===== config.mk =====
export PLATFORM = sky130hd
export DESIGN_NAME = accel_poll_sequencer
export DESIGN_NICKNAME = d
export VERILOG_FILES = /design/src/rtl/accel_poll_sequencer.sv
export SDC_FILE = /design/constraint.sdc
export NUM_CORES = 1
export LEC_CHECK = 0
export ABC_AREA = 1
export BUFFER_PORTS_ARGS = -buffer_cell sky130_fd_sc_hd__clkbuf_2
export CORE_MARGIN = 5
export CORE_UTILIZATION = 45
export DETAILED_ROUTE_END_ITERATION = 10
export GPL_TIMING_DRIVEN = 0
export PLACE_DENSITY = 0.66
export SETUP_SLACK_MARGIN = 0.15
export SLEW_MARGIN = 20
export SYNTH_ARGS = -nofsm -noshare
export SYNTH_HDL_FRONTEND = slang
export SYNTH_SLANG_ARGS = --single-unit

===== constraint.sdc =====
create_clock -name clk -period 5.6 [get_ports clk]
set_input_delay 1.12 -clock clk [delete_from_list [all_inputs] [get_ports clk]]
set_output_delay 1.12 -clock clk [all_outputs]
set_load 0.02 [all_outputs]

===== src/rtl/accel_poll_sequencer.sv =====
// accel_poll_sequencer: ID check, config writes and periodic XYZ polling over i2c_controller; define SEQ_TIMEOUT_EN for the per-transaction watchdog
module accel_poll_sequencer #(
  parameter int SYS_CLK_SPEED = 50000000,
  parameter int SAMPLE_RATE_HZ = 100,
  parameter logic [6:0] ACCEL_ADDR = 7'h1D,
  parameter int TIMEOUT_CYCLES = 200000
) (
  input  logic        clk,
  input  logic        rst,
  input  logic        restart,
  output logic [6:0]  DEV_ADDR,
  output logic [7:0]  REG_ADDR,
  output logic        R_W,
  output logic [7:0]  WRITE_DATA,
  output logic        start_i2c_comms,
  input  logic [7:0]  READ_DATA,
  input  logic        i2c_comms_finished,
  input  logic        ready,
  output logic [15:0] accel_x,
  output logic [15:0] accel_y,
  output logic [15:0] accel_z,
  output logic        sample_valid,
  output logic        init_done,
  output logic        overrun,
  output logic        fault,
  output logic [1:0]  fault_code
);
  localparam int P = SYS_CLK_SPEED / SAMPLE_RATE_HZ;
  localparam int TW = $clog2(P);
  localparam logic [TW-1:0] P_LAST = TW'(P - 1);
  if (P < 2 || TIMEOUT_CYCLES < 1) $error("accel_poll_sequencer: bad parameters");
  typedef enum logic [2:0] {CHK_ID, INIT_WR, WAIT_TICK, READ_AXIS, PUBLISH, FAULT} state_t;
  state_t state;
  logic waiting, pending, tick;
  logic [2:0] idx, nidx;
  logic [TW-1:0] tick_cnt;
  logic [39:0] shadow;
`ifdef SEQ_TIMEOUT_EN
  localparam int WW = $clog2(TIMEOUT_CYCLES + 1);
  logic [WW-1:0] wd;
`endif
  assign DEV_ADDR = ACCEL_ADDR;
  assign tick = init_done && tick_cnt == P_LAST;
  assign nidx = idx + 3'd1;
  // sequencer: transaction issue/wait, sample-rate tick, shadow capture and atomic publish
  always_ff @(posedge clk or posedge rst)
    if (rst) begin
      state <= CHK_ID;
      waiting <= 1'b0;
      pending <= 1'b0;
      idx <= '0;
      tick_cnt <= '0;
      shadow <= '0;
      start_i2c_comms <= 1'b0;
      REG_ADDR <= '0;
      R_W <= 1'b1;
      WRITE_DATA <= '0;
      accel_x <= '0;
      accel_y <= '0;
      accel_z <= '0;
      sample_valid <= 1'b0;
      init_done <= 1'b0;
      overrun <= 1'b0;
      fault <= 1'b0;
      fault_code <= 2'b00;
`ifdef SEQ_TIMEOUT_EN
      wd <= '0;
`endif
    end else begin
      start_i2c_comms <= 1'b0;
      sample_valid <= 1'b0;
      if (init_done) tick_cnt <= tick ? '0 : tick_cnt + 1'b1;
      if (tick && (state == READ_AXIS || state == PUBLISH)) begin
        overrun <= 1'b1;
        pending <= 1'b1;
      end
`ifdef SEQ_TIMEOUT_EN
      if (waiting) wd <= wd + 1'b1;
`endif
      case (state)
        WAIT_TICK: if (tick) begin
          state <= READ_AXIS;
          waiting <= 1'b0;
          idx <= '0;
          REG_ADDR <= 8'h32;
          R_W <= 1'b1;
        end
        PUBLISH: begin
          state <= (pending || tick) ? READ_AXIS : WAIT_TICK;
          pending <= 1'b0;
          waiting <= 1'b0;
          idx <= '0;
          REG_ADDR <= 8'h32;
          R_W <= 1'b1;
        end
        FAULT: if (restart) begin
          state <= CHK_ID;
          waiting <= 1'b0;
          pending <= 1'b0;
          idx <= '0;
          fault <= 1'b0;
          fault_code <= 2'b00;
          overrun <= 1'b0;
          REG_ADDR <= 8'h00;
          R_W <= 1'b1;
          WRITE_DATA <= 8'h00;
        end
        default: if (!waiting) begin
          if (ready) begin
            start_i2c_comms <= 1'b1;
            waiting <= 1'b1;
`ifdef SEQ_TIMEOUT_EN
            wd <= '0;
`endif
          end
        end else if (i2c_comms_finished) begin
          waiting <= 1'b0;
          if (state == CHK_ID) begin
            if (READ_DATA == 8'hE5) begin
              state <= INIT_WR;
              idx <= '0;
              REG_ADDR <= 8'h2C;
              WRITE_DATA <= 8'h0A;
              R_W <= 1'b0;
            end else begin
              state <= FAULT;
              fault <= 1'b1;
              fault_code <= 2'b01;
            end
          end else if (state == INIT_WR) begin
            if (idx == 3'd2) begin
              state <= WAIT_TICK;
              init_done <= 1'b1;
              tick_cnt <= '0;
              idx <= '0;
            end else begin
              idx <= nidx;
              REG_ADDR <= nidx == 3'd1 ? 8'h31 : 8'h2D;
              WRITE_DATA <= 8'h08;
            end
          end else begin
            shadow <= {READ_DATA, shadow[39:8]};
            if (idx == 3'd5) begin
              state <= PUBLISH;
              idx <= '0;
              accel_x <= shadow[15:0];
              accel_y <= shadow[31:16];
              accel_z <= {READ_DATA, shadow[39:32]};
              sample_valid <= 1'b1;
            end else begin
              idx <= nidx;
              REG_ADDR <= 8'h32 + {5'b0, nidx};
            end
          end
        end
`ifdef SEQ_TIMEOUT_EN
        else if (wd == WW'(TIMEOUT_CYCLES - 1)) begin
          state <= FAULT;
          waiting <= 1'b0;
          fault <= 1'b1;
          fault_code <= 2'b10;
          init_done <= 1'b0;
        end
`endif
      endcase
    end
endmodule


==> flow_summary.ini <==
[place]
place_congestion = 0.858
dp_hpwl_um = 9920
dp_slack_ns = 3.11
port_buffers = 75

[final_layout]
final_nets = 785
fill_cells = 1221
area_growth_pct = 21.3
antennaDiodeCount = 0
drive_above_1_share_pct = 27.4

[logic_synthesis]
ys_types = 36
synth-seq-cells = 129
syn_area_per_cell_um2 = 9.03
synth_cells = 657
syn-cell-area_mm2 = 0.00593
synth-seq-area-share_pct = 54.4
yosys_warnings = 0

[drt]
vias = 4559
drtPass1Iterations = 6
wl_per_cell_um = 14.2
via_per_inst = 4.78
wl_um = 13500
drc = 0
final_antenna_net_count = 0
initialDrtViolationCount = 247

[global_route]
grt_max_degree = 67
grtUsageTotal_pct = 18.3
grt_pass1_vias = 4744
grt_overflow = 0
antenna_found_initial = 0
grt_pass1_wl_um = 23200

[flow_run]
maxCapViolations = 0

[power_and_ir_drop]
combPwrFrac_pct = 28.5
power.internal_w = 0.00217
clockPowerShare_pct = 32.3
max-vdd-ir-drop_uv = 242
p_sw_share_pct = 35.1
power_density_mw_per_mm2 = 465
seq_power_share_pct = 39.3
power.switching_w = 0.00117
p_leak_nw = 3.74

[clocking]
cts.path.max_buffers = 2
clk_pin_slew_ns = 0.05
cts-root-buf = clkbuf_16
cts_sinks = 129
cts-htree-levels = 4
tritoncts = yes
postCtsSetupBuffers = 0
clk_latency_ns = 0.42
ctsHoldBuffers = 0
cts_resized = 0
cts-buffers-inserted = 17

[die]
core.rowCount = 42
die_w_um = 125
ios = 92
die_h_um = 125
start_util_pct = 45.3
die_area_mm2 = 0.0156
core_area_mm2 = 0.0131

[critical_path]
worstPathRequired_ns = 4.48
critPathKind = reg2out
crit_path_top_delay_cell = dfstp_2
arrival_ns = 1.11
worstSetupStartpointType = register
end_kind = output pin
crit_path_cell_trace = clkbuf_2
crit_cells = 1
slowest_delay_ns = 0.54
timing.critical_path.buf_inv = 1
worstPathMaxFanout = 2
rr_worst_depth = 9
path_delay_family = flip-flops

[sta]
fin_skew_ns = 0.00815
hold_viol_final = 0
period_needed_ns = 2.23
finalMaxSlewViolations = 0
finalWorstSetupSlack_ns = 3.37
fin_crit_sh_pct = 39.9
tns_ns = 0
fmax_mhz = 448
rsz0062_at_grt = no
setup_viol = 0

[run_status]
status = completed

[worst_hold_path]
hold-path-cell-count = 2
hold_path_class = reg2reg
## path summary, 6_finish.rpt
check                      slack, ns        start      endpoint
setup / recovery                3.37          R_W           R_W
hold / removal                  0.47  REG_ADDR[1]   REG_ADDR[1]
setup reg to reg                3.76  tick_cnt[1]  tick_cnt[16]
hold reg to reg                 0.47  REG_ADDR[1]   REG_ADDR[1]
max in group asynchronous       4.19          rst     shadow[1]
min in group asynchronous       0.74          rst    shadow[39]
## stage by stage
stage	power (W)	hold slack, ns	std cells	instance area (µm²)	utilization [%]
2_1_floorplan	0.00202	0.449	671	5980	-
3_3_place_gp	0.00224	0.461	922	6580	50.3
3_5_place_dp	0.00228	0.458	923	6620	50.6
4_1_cts	0.00337	0.471	954	7200	55.0
5_1_grt	0.00358	0.497	954	7200	55.0
6_report	0.00334	0.469	954	7200	55.0
## worst reg2reg max path: stages, from the launching register on
cell	delay (ns)
dfrtp_1	0.37
ha_1	0.17
nand3_1	0.10
nor3_1	0.33
nand2_1	0.16
nor2_1	0.28
nand2_1	0.11
nand2_1	0.08
nand2_1	0.06
nor2_1	0.10
## layout make-up
cell class / instances / area (µm²) / share of cell area [%]
Clock inverter: 10 / 110 / 1.53
Multi-Input combinational cell: 419 / 2140 / 29.7
Sequential cell: 129 / 3230 / 44.9
Clock buffer: 21 / 470 / 6.54
Timing Repair Buffer: 76 / 403 / 5.60
Inverter: 85 / 327 / 4.54
Tap cell: 176 / 220 / 3.06
Buffer: 38 / 299 / 4.16
## power by group through the flow
stage | Combinational, W | Clock [W] | Sequential, W
final | 0.000952 | 0.00108 | 0.00131
after global routing | 0.00109 | 0.00114 | 0.00135
after CTS | 0.000958 | 0.00110 | 0.00131
after detailed placement | 0.000952 | 0 | 0.00133
after global placement | 0.000923 | 0 | 0.00132
after floorplan | 0.000677 | 0 | 0.00134
## logic make-up (layout without fill, tap and decap cells)
| family | Yosys count | in the layout | share of synthesized area [%] |
|---|---|---|---|
| adder cells (fa/ha/maj) | 6 | 6 | 1.27 |
| XOR/XNOR | 7 | 7 | 1.03 |
| AND/OR/NAND/NOR | 271 | 271 | 20.2 |
| flip-flops | 129 | 129 | 54.4 |
| buffers and inverters | 123 | 230 | 10.4 |
| AO/OA/AOI/OAI | 119 | 119 | 12.5 |
| other | 2 | 16 | 0.127 |
## sequential cells by signal, summed over array words and instances (netlist names), 2 cells and up
signal and flops:
REG_ADDR 6, WRITE_DATA 2, accel_x 16, accel_y 16, accel_z 16, idx 3
shadow 40, state 3, tick_cnt 19
## layout by cell type, fill, tap and decap left out, types with 3 or more instances in the layout
cell type,count
clkinvlp_4,4
o21ai_1,16
buf_6,10
conb_1,16
inv_1,79
nor2_1,57
nor3_1,9
clkbuf_8,3
dfrtp_1,128
ha_1,6
clkinv_2,4
nand3_1,13
a21oi_1,22
buf_4,20
buf_2,4
o21ai_0,42
o21ai_2,33
nand4_1,12
inv_2,5
clkbuf_2,76
clkbuf_16,17
clkbuf_1,4
nor2_4,3
nand2_2,21
xor2_1,5
nand2_1,147
## synthesized netlist by cell type (all sizes together)
cell,count,share of area (%)
a21boi,1,0.13
o21a,1,0.13
nand4,12,1.3
ha,6,1.3
inv,85,5.4
xor2,5,0.74
o21ai,91,9.8
nand3,15,1.4
nor2,63,4.7
nand2,169,12
conb,2,0.13
dfrtp,128,54
xnor2,2,0.30
clkbuf,4,0.27
nor3b,2,0.25
buf,34,4.8
a211oi,1,0.13
dfstp,1,0.44
o2111ai,1,0.15
a21oi,23,2.0
or2,1,0.11
nor3,9,0.76
o211a,1,0.17
## routing by layer
metal | vias up | global-route usage [%] | wire length [µm]
met5 | - | 0 | 0
met4 | 0 | 6.19 | 233
met3 | 18 | 4.97 | 586
met2 | 98 | 31.8 | 7020
met1 | 2178 | 22.0 | 5680
li1 | 2265 | - | -
Power figures use the tool's default switching activity.
